<file path="config.mk">
export PLATFORM = sky130hd
export DESIGN_NAME = pipe_stage_chain
export DESIGN_NICKNAME = d
export VERILOG_FILES = /design/src/rtl/pipe_stage_chain.sv
export SDC_FILE = /design/constraint.sdc
export NUM_CORES = 1
export LEC_CHECK = 0
export CAP_MARGIN = 20
export CORE_MARGIN = 4
export CORE_UTILIZATION = 51
export CTS_CLUSTER_DIAMETER = 120
export CTS_CLUSTER_SIZE = 16
export DETAILED_ROUTE_END_ITERATION = 12
export HOLD_SLACK_MARGIN = 0.08
export PLACE_DENSITY = 0.77
export REMOVE_ABC_BUFFERS = 1
export SLEW_MARGIN = 0
export SYNTH_ARGS = -nofsm -noshare
export SYNTH_HDL_FRONTEND = slang
export SYNTH_SLANG_ARGS = --single-unit
export TNS_END_PERCENT = 50
</file>
<file path="constraint.sdc">
create_clock -name clk -period 15 [get_ports clk]
set_input_delay 4.5 -clock clk [delete_from_list [all_inputs] [get_ports clk]]
set_output_delay 4.5 -clock clk [all_outputs]
set_load 0.05 [all_outputs]
</file>
<file path="src/rtl/pipe_stage_chain.sv">
// pipe_stage_chain: DEPTH-deep chain of WIDTH-bit pipeline registers with
// per-stage valid, valid/ready backpressure, per-stage stall and flush.
// Latency DEPTH cycles, throughput 1/cycle; in_ready is combinational from
// the tail back to stage 0, so a draining chain accepts every cycle.
// Optional perf counters: define PIPE_STAGE_CHAIN_PERF_EN.
module pipe_stage_chain #(
  parameter int WIDTH = 64,
  parameter int DEPTH = 4,
  parameter int CNT_W = $clog2(DEPTH + 1)
) (
  input  logic             clk,
  input  logic             rst,
  input  logic             in_valid,
  input  logic [WIDTH-1:0] in_data,
  output logic             in_ready,
  input  logic [DEPTH-1:0] stall,
  input  logic [DEPTH-1:0] flush,
  output logic             out_valid,
  output logic [WIDTH-1:0] out_data,
  input  logic             out_ready,
  output logic [CNT_W-1:0] occupancy,
  output logic [31:0]      perf_stall_cnt,
  output logic [31:0]      perf_flush_cnt
);

  // Stage state
  logic [DEPTH-1:0]            r_valid;
  logic [DEPTH-1:0][WIDTH-1:0] r_data;
  logic [CNT_W-1:0]            r_occ;

  // Handshake network
  logic [DEPTH-1:0]            w_sink_rdy;   // sink of stage i can take its item
  logic [DEPTH-1:0]            w_move;       // stage i hands its item on this edge
  logic [DEPTH-1:0]            w_can_load;   // stage i can be written this edge
  logic                        w_in_xfer;

  // Data arriving at each stage
  logic [DEPTH-1:0]            w_up_take;    // something arrives at stage i
  logic [DEPTH-1:0]            w_up_live;    // arriving item was not flushed upstream
  logic [DEPTH-1:0][WIDTH-1:0] w_up_data;

  // Next state
  logic [DEPTH-1:0]            w_nxt_valid;
  logic [DEPTH-1:0][WIDTH-1:0] w_nxt_data;
  logic [CNT_W-1:0]            w_nxt_occ;

  // Readiness ripples from the tail toward stage 0 so a moving stage frees its slot in the same cycle
  always_comb begin
    w_sink_rdy = '0;
    w_move     = '0;
    w_can_load = '0;
    w_sink_rdy[DEPTH-1] = out_ready;
    for (int i = DEPTH - 1; i > 0; i--) begin
      w_move[i]       = r_valid[i] & ~stall[i] & w_sink_rdy[i];
      w_can_load[i]   = ~stall[i] & (~r_valid[i] | w_move[i]);
      w_sink_rdy[i-1] = w_can_load[i];
    end
    w_move[0]     = r_valid[0] & ~stall[0] & w_sink_rdy[0];
    w_can_load[0] = ~stall[0] & (~r_valid[0] | w_move[0]);
  end

  assign in_ready  = w_can_load[0];
  assign w_in_xfer = in_valid & w_can_load[0];

  // Gather what each stage would receive: the input port for stage 0, the previous stage otherwise.
  // An item leaving a stage that is being flushed arrives as a bubble, so a flushed
  // (squashed) item never reappears further down the chain.
  always_comb begin
    w_up_take    = '0;
    w_up_live    = '0;
    w_up_data    = '0;
    w_up_take[0] = w_in_xfer;
    w_up_live[0] = 1'b1;
    w_up_data[0] = in_data;
    for (int i = 1; i < DEPTH; i++) begin
      w_up_take[i] = w_move[i-1];
      w_up_live[i] = ~flush[i-1];
      w_up_data[i] = r_data[i-1];
    end
  end

  // Per-stage next state: flush, then stall, then load, then bubble, else hold
  always_comb begin
    w_nxt_valid = r_valid;
    w_nxt_data  = r_data;
    for (int i = 0; i < DEPTH; i++) begin
      if (flush[i]) begin
        w_nxt_valid[i] = 1'b0;
      end else if (stall[i]) begin
        w_nxt_valid[i] = r_valid[i];
      end else if (w_up_take[i]) begin
        w_nxt_valid[i] = w_up_live[i];
        w_nxt_data[i]  = w_up_data[i];
      end else if (w_move[i]) begin
        w_nxt_valid[i] = 1'b0;
      end
    end
  end

  // Population count of the next valid vector, so occupancy is a plain register
  always_comb begin
    w_nxt_occ = '0;
    for (int i = 0; i < DEPTH; i++) begin
      w_nxt_occ = w_nxt_occ + CNT_W'(w_nxt_valid[i]);
    end
  end

  // Stage registers and occupancy; reset discards everything in flight
  always_ff @(posedge clk or posedge rst) begin
    if (rst) begin
      r_valid <= '0;
      r_data  <= '0;
      r_occ   <= '0;
    end else begin
      r_valid <= w_nxt_valid;
      r_data  <= w_nxt_data;
      r_occ   <= w_nxt_occ;
    end
  end

  assign out_valid = r_valid[DEPTH-1];
  assign out_data  = r_data[DEPTH-1];
  assign occupancy = r_occ;

`ifdef PIPE_STAGE_CHAIN_PERF_EN
  logic [31:0] r_perf_stall_cnt;
  logic [31:0] r_perf_flush_cnt;
  logic        w_stall_hit;
  logic        w_flush_hit;

  // A cycle counts once no matter how many stages are hit
  assign w_stall_hit = |(stall & r_valid);
  assign w_flush_hit = |(flush & r_valid);

  // Saturating event counters
  always_ff @(posedge clk or posedge rst) begin
    if (rst) begin
      r_perf_stall_cnt <= '0;
      r_perf_flush_cnt <= '0;
    end else begin
      if (w_stall_hit && (r_perf_stall_cnt != 32'hFFFF_FFFF)) begin
        r_perf_stall_cnt <= r_perf_stall_cnt + 32'd1;
      end
      if (w_flush_hit && (r_perf_flush_cnt != 32'hFFFF_FFFF)) begin
        r_perf_flush_cnt <= r_perf_flush_cnt + 32'd1;
      end
    end
  end

  assign perf_stall_cnt = r_perf_stall_cnt;
  assign perf_flush_cnt = r_perf_flush_cnt;
`else
  assign perf_stall_cnt = 32'd0;
  assign perf_flush_cnt = 32'd0;
`endif

endmodule

</file>
# [Word level (Yosys, flattened, before mapping)]
# Index checks and enable logic that the tools add are counted.
[word_totals] ff_bits=263 latchBits=0 ramBits=0 mem_bits_ro=0 inputBits=76 output_inout_bits=133 wordCells=58 mem_count=0
[classes] addsub=3 multipliers=0 div=0 order_cmp=0 n_eq_ne=0 n_shift=0 mux=16 bitwise_logic=29 n_reduce_logical=4
[op_table] op="1-bit 2-to-1 mux" count=16
[op_table] op="1-bit AND" count=13
[op_table] op="1-bit NOT" count=12
[op_table] op="3-bit AND reduction" count=4
[op_table] op="1-bit bitwise OR" count=4
[op_table] op="2-bit by 1-bit adder with 3-bit output" count=1
[op_table] op="3-bit by 1-bit adder with 3-bit output" count=1
[op_table] op="1-bit by 1-bit adder with 2-bit output" count=1

# [Logic depth before layout (Yosys ltp)]
[logic_depth] depth_word=21 depth_mapped=10 depth_no_buf=8

# [Worst setup path after synthesis]
# No wires, ideal clock.
[synth_timing] path_type="input to output" from="input stall[3]" to="output in_ready" t_arrival_ps=6080 required_time_ps=10500 path_slack_ps=4420 stages=6 n_path_buf=2 path_cell_list="or2_1 > o221a_4 > buf_2 > buf_2 > o21a_1 > nor2_1"
[synth_between] elab_chain_len=14
[synth_lines] element="start, declared" line_no="16" text="input logic [DEPTH-1:0] stall,"
[synth_lines] element="1-bit NOT (no source line) (*)"
[synth_lines] element="1-bit AND (2 in a row)" line_no="54" text="w_move[i] = r_valid[i] & ~stall[i] & w_sink_rdy[i];"
[synth_lines] element="1-bit bitwise OR" line_no="55" text="w_can_load[i] = ~stall[i] & (~r_valid[i] | w_move[i]);"
[synth_lines] element="1-bit AND (*)" line_no="55"
[synth_lines] element="1-bit AND (*)" line_no="54"
[synth_lines] element="1-bit bitwise OR (*)" line_no="55"
[synth_lines] element="1-bit AND (*)" line_no="55"
[synth_lines] element="1-bit AND (*)" line_no="54"
[synth_lines] element="1-bit bitwise OR (*)" line_no="55"
[synth_lines] element="1-bit AND (*)" line_no="55"
[synth_lines] element="1-bit AND (*)" line_no="58" text="w_move[0] = r_valid[0] & ~stall[0] & w_sink_rdy[0];"
[synth_lines] element="1-bit bitwise OR (*)" line_no="59" text="w_can_load[0] = ~stall[0] & (~r_valid[0] | w_move[0]);"
[synth_lines] element="1-bit AND (*)" line_no="59"
[synth_lines] element="end, declared" line_no="15" text="output logic in_ready,"
# Mark *: on every way between the ends. The rest lies on a longest branch, timed or not.

# [Worst setup path after layout]
[layout_timing] from="input out_ready" to="output in_ready"
[layout_between] elab_chain_len=12
[layout_lines] element="start, declared" line_no="20" text="input logic out_ready,"
[layout_lines] element="1-bit AND" line_no="54"
[layout_lines] element="1-bit bitwise OR" line_no="55"
[layout_lines] element="1-bit AND" line_no="55"
[layout_lines] element="1-bit AND" line_no="54"
[layout_lines] element="1-bit bitwise OR" line_no="55"
[layout_lines] element="1-bit AND" line_no="55"
[layout_lines] element="1-bit AND" line_no="54"
[layout_lines] element="1-bit bitwise OR" line_no="55"
[layout_lines] element="1-bit AND" line_no="55"
[layout_lines] element="1-bit AND" line_no="58"
[layout_lines] element="1-bit bitwise OR" line_no="59"
[layout_lines] element="1-bit AND" line_no="59"
# Every way passes these cells.

==> flow_summary.json <==
{
  "finalNetCount": 1130,
  "yosysWarnings": 0,
  "min_period_ns": 11.37,
  "worst_ir_drop_on_vdd_v": 0.00008586,
  "boundaryPins": 209,
  "areaGrowthSynthToFinish_pct": 10.84,
  "die-area_sq_um": 27740,
  "fin_util": 0.5792,
  "mostFrequentLayoutCells": "sky130_fd_sc_hd__dfrtp_1 (262), sky130_fd_sc_hd__clkdlybuf4s50_1 (143), sky130_fd_sc_hd__mux2_2 (132), sky130_fd_sc_hd__a21oi_1 (68)",
  "first_global_vias": 7751,
  "cts_resized": 0,
  "grtUsageMet1": 0.2402,
  "gr-usage-met2": 0.2856,
  "clock-skew-final_ns": 0.01288,
  "clock_insertion_delay_worst_skew_ns": 0.50,
  "synth-async-reset-ratio": 1.000,
  "crit_path_start_kind": "primary input",
  "vias_per_cell": 5.592,
  "tightest_slew_ns": 1.011,
  "synth_area_per_cell_sq_um": 12.52,
  "die_w_um": 166.5,
  "mostFrequentLayoutCell": "sky130_fd_sc_hd__dfrtp_1",
  "rsz0062_at_grt": "false",
  "synth-seq-cells": 263,
  "fin_total_pwr_w": 0.001640,
  "clk_path_buf_depth": 3,
  "detail_route.first_pass.iterations": 4,
  "ys.flop_type": "sky130_fd_sc_hd__dfrtp_1",
  "grt_pass1_wl_um": 40740,
  "synth_cells": 1024,
  "setup.reg_to_reg.worst_slack_ns": 11.66,
  "arrival_ns": 6.87,
  "totalWireLength_um": 24590,
  "setup_failing_eps_final": 0,
  "core_area_sq_um": 24530,
  "worstRegToRegCells": 5,
  "worst_setup_path_end_kind": "primary output",
  "number_of_enable_type_register_cells_in_the_synthesized_netlist": 0,
  "clock_tree.root_cell": "sky130_fd_sc_hd__clkbuf_16",
  "outcome": "finished, final reports clean",
  "dpl.hpwl_um": 14630,
  "netlist_area_sq_um": 12820,
  "cts_htree_levels": 1,
  "grt_busiest_layer": "met2",
  "crit_slowest_cell": "sky130_fd_sc_hd__o221a_4",
  "post_synth_num_cell_types": 34,
  "port_buffers": 144,
  "cp_slowest_stage_delay_ns": 0.73,
  "r2r-start": "r_valid[3]",
  "gr_usage_total": 0.1725,
  "timing.slew.headroom": 0.3261,
  "leakagePower_nw": 6.457,
  "hold_path.class": "reg2reg",
  "cp.required_ns": 10.50,
  "reg_to_reg_critical_path_endpoint": "r_data[127]",
  "timing.critical_path.fanout_max": 64,
  "cts-hold-fix-buffers": 0,
  "insertedDiodeCount": 0,
  "post_dp_cell_area_sq_um": 13640,
  "met3_usage": 0.03555,
  "fillers": 1963,
  "grt_overflow_total": 0,
  "tritoncts": "yes",
  "avgRoutedWirePerCell_um": 17.87,
  "ys_seq_area_frac": 0.5134,
  "initial_core_utilization": 0.5225,
  "tritoncts_num_sinks": 263,
  "grt_start_max_net_pins": 150,
  "post-route-drc-count": 0,
  "place.gp.congestion": 0.7441,
  "post-route-period-util": 0.7581,
  "fmax_mhz": 87.94,
  "hold_viol": 0,
  "timing.setup.critical_path_class": "in2out",
  "holdPathEnd": "out_data[34]",
  "power.density_nw_per_um2": 115.4,
  "design_area_sq_um": 14210,
  "cts_made_buffers": 20,
  "final-max-slew-violation-count": 0,
  "most_common_cell_type_on_the_critical_path": "sky130_fd_sc_hd__clkdlybuf4s50_1",
  "post-cts-setup-buffers": 0,
  "worst_setup_hold_path_clk_slew_ns": 0.07,
  "cap_viol_max_count": 0,
  "layout-drive-gt1-share": 0.2557,
  "antenna_found_initial": 0,
  "hold_path_depth": 1,
  "die_height_um": 166.5,
  "timing.critical_path.from": "out_ready",
  "hold_start": "r_data[162]",
  "cell_by_cell_trace_of_the_critical_path": "clkdlybuf4s50_1, nor2b_1, o221a_4, o21a_1, nor2_1, clkdlybuf4s50_1",
  "drtAntennaViolNets": 0,
  "final.setup.tns_ns": 0,
  "num_rows": 57,
  "dr_total_vias": 7694,
  "drc_violation_total_after_the_first_tritonroute_iteration": 431
}
[flip-flops by register name, indices dropped and copies added, names as in the netlist]
name and count:
r_data 192, out_data 64, r_valid 4, occupancy 3
[worst max-delay path by stage]
stage / endpoint / slack (ns)
after CTS: in_ready / 3.58
after global routing: in_ready / 3.48
final: in_ready / 3.63
after detailed placement: in_ready / 3.58
after floorplan: occupancy[0] / 3.26
after global placement: in_ready / 3.61
[cell families (layout without fill, tap and decap cells)]
| logic type | after synthesis | count (layout) | synth area share |
|---|---|---|---|
| AO/OA/AOI/OAI | 141 | 141 | 0.07008 |
| adder cells (fa/ha/maj) | 3 | 3 | 0.003513 |
| buffers and inverters | 216 | 181 | 0.1066 |
| flip-flops | 263 | 263 | 0.5134 |
| multiplexers | 192 | 192 | 0.1862 |
| other | 1 | 64 | 0.0002925 |
| AND/OR/NAND/NOR | 208 | 208 | 0.1200 |
[critical path: cells and delay by family]
family          cells  cell delay (ns)
buf+inv             2             1.11
simple gates        2             0.34
compound gates      2             0.91
[routing by layer]
metal | routed length (um) | share of wire
met5 | 0 | 0
met3 | 1453 | 0.059
met2 | 11750 | 0.48
met1 | 11010 | 0.45
met4 | 382 | 0.016
[synth_stat cells, types with 2 or more instances]
library cell / instances / area (sq um)
sky130_fd_sc_hd__nand3_1: 64 / 320.3
sky130_fd_sc_hd__nand2_1: 2 / 7.510
sky130_fd_sc_hd__a21o_1: 3 / 22.52
sky130_fd_sc_hd__ha_1: 2 / 25.02
sky130_fd_sc_hd__a21oi_1: 68 / 340.3
sky130_fd_sc_hd__or4b_1: 28 / 280.3
sky130_fd_sc_hd__nor2_1: 4 / 15.01
sky130_fd_sc_hd__nor3b_1: 64 / 480.5
sky130_fd_sc_hd__buf_2: 18 / 90.09
sky130_fd_sc_hd__mux2_4: 60 / 900.9
sky130_fd_sc_hd__nand3b_1: 2 / 15.01
sky130_fd_sc_hd__or4b_2: 36 / 360.4
sky130_fd_sc_hd__o21ai_0: 2 / 10.01
sky130_fd_sc_hd__mux2_2: 132 / 1486
sky130_fd_sc_hd__buf_6: 7 / 78.83
sky130_fd_sc_hd__buf_4: 128 / 960.9
sky130_fd_sc_hd__inv_1: 4 / 15.01
sky130_fd_sc_hd__o211ai_1: 64 / 480.5
sky130_fd_sc_hd__clkbuf_1: 59 / 221.5
sky130_fd_sc_hd__dfrtp_1: 263 / 6581
[per-stage QoR]
step	hold WS (ns)	setup slack [ns]	cells
after floorplan	0.4737	3.260	875
after CTS	0.5029	3.581	1375
after global routing	0.5149	3.476	1376
after global placement	0.4828	3.607	1352
final	0.4985	3.629	1376
after detailed placement	0.4873	3.582	1352
[power by group]
group / internal (W) / total, W / switching, W
logic: 0.000142 / 0.000255 / 0.000113
clock network: 0.000250 / 0.000487 / 0.000237
registers: 0.000822 / 0.000898 / 0.0000756
total: 0.00121 / 0.00164 / 0.000426
[final cells by class]
class	count	area (sq um)	share of cell area
clock buffer	22	529.3	0.03725
clock inverter	1	11.26	0.0007925
inverter	4	22.52	0.001585
multi-input combinational	608	5122	0.3605
sequential	263	6585	0.4634
tap	324	405.4	0.02853
timing repair buffer	154	1534	0.1080
Note: power is estimated with default switching activity, not from simulation.
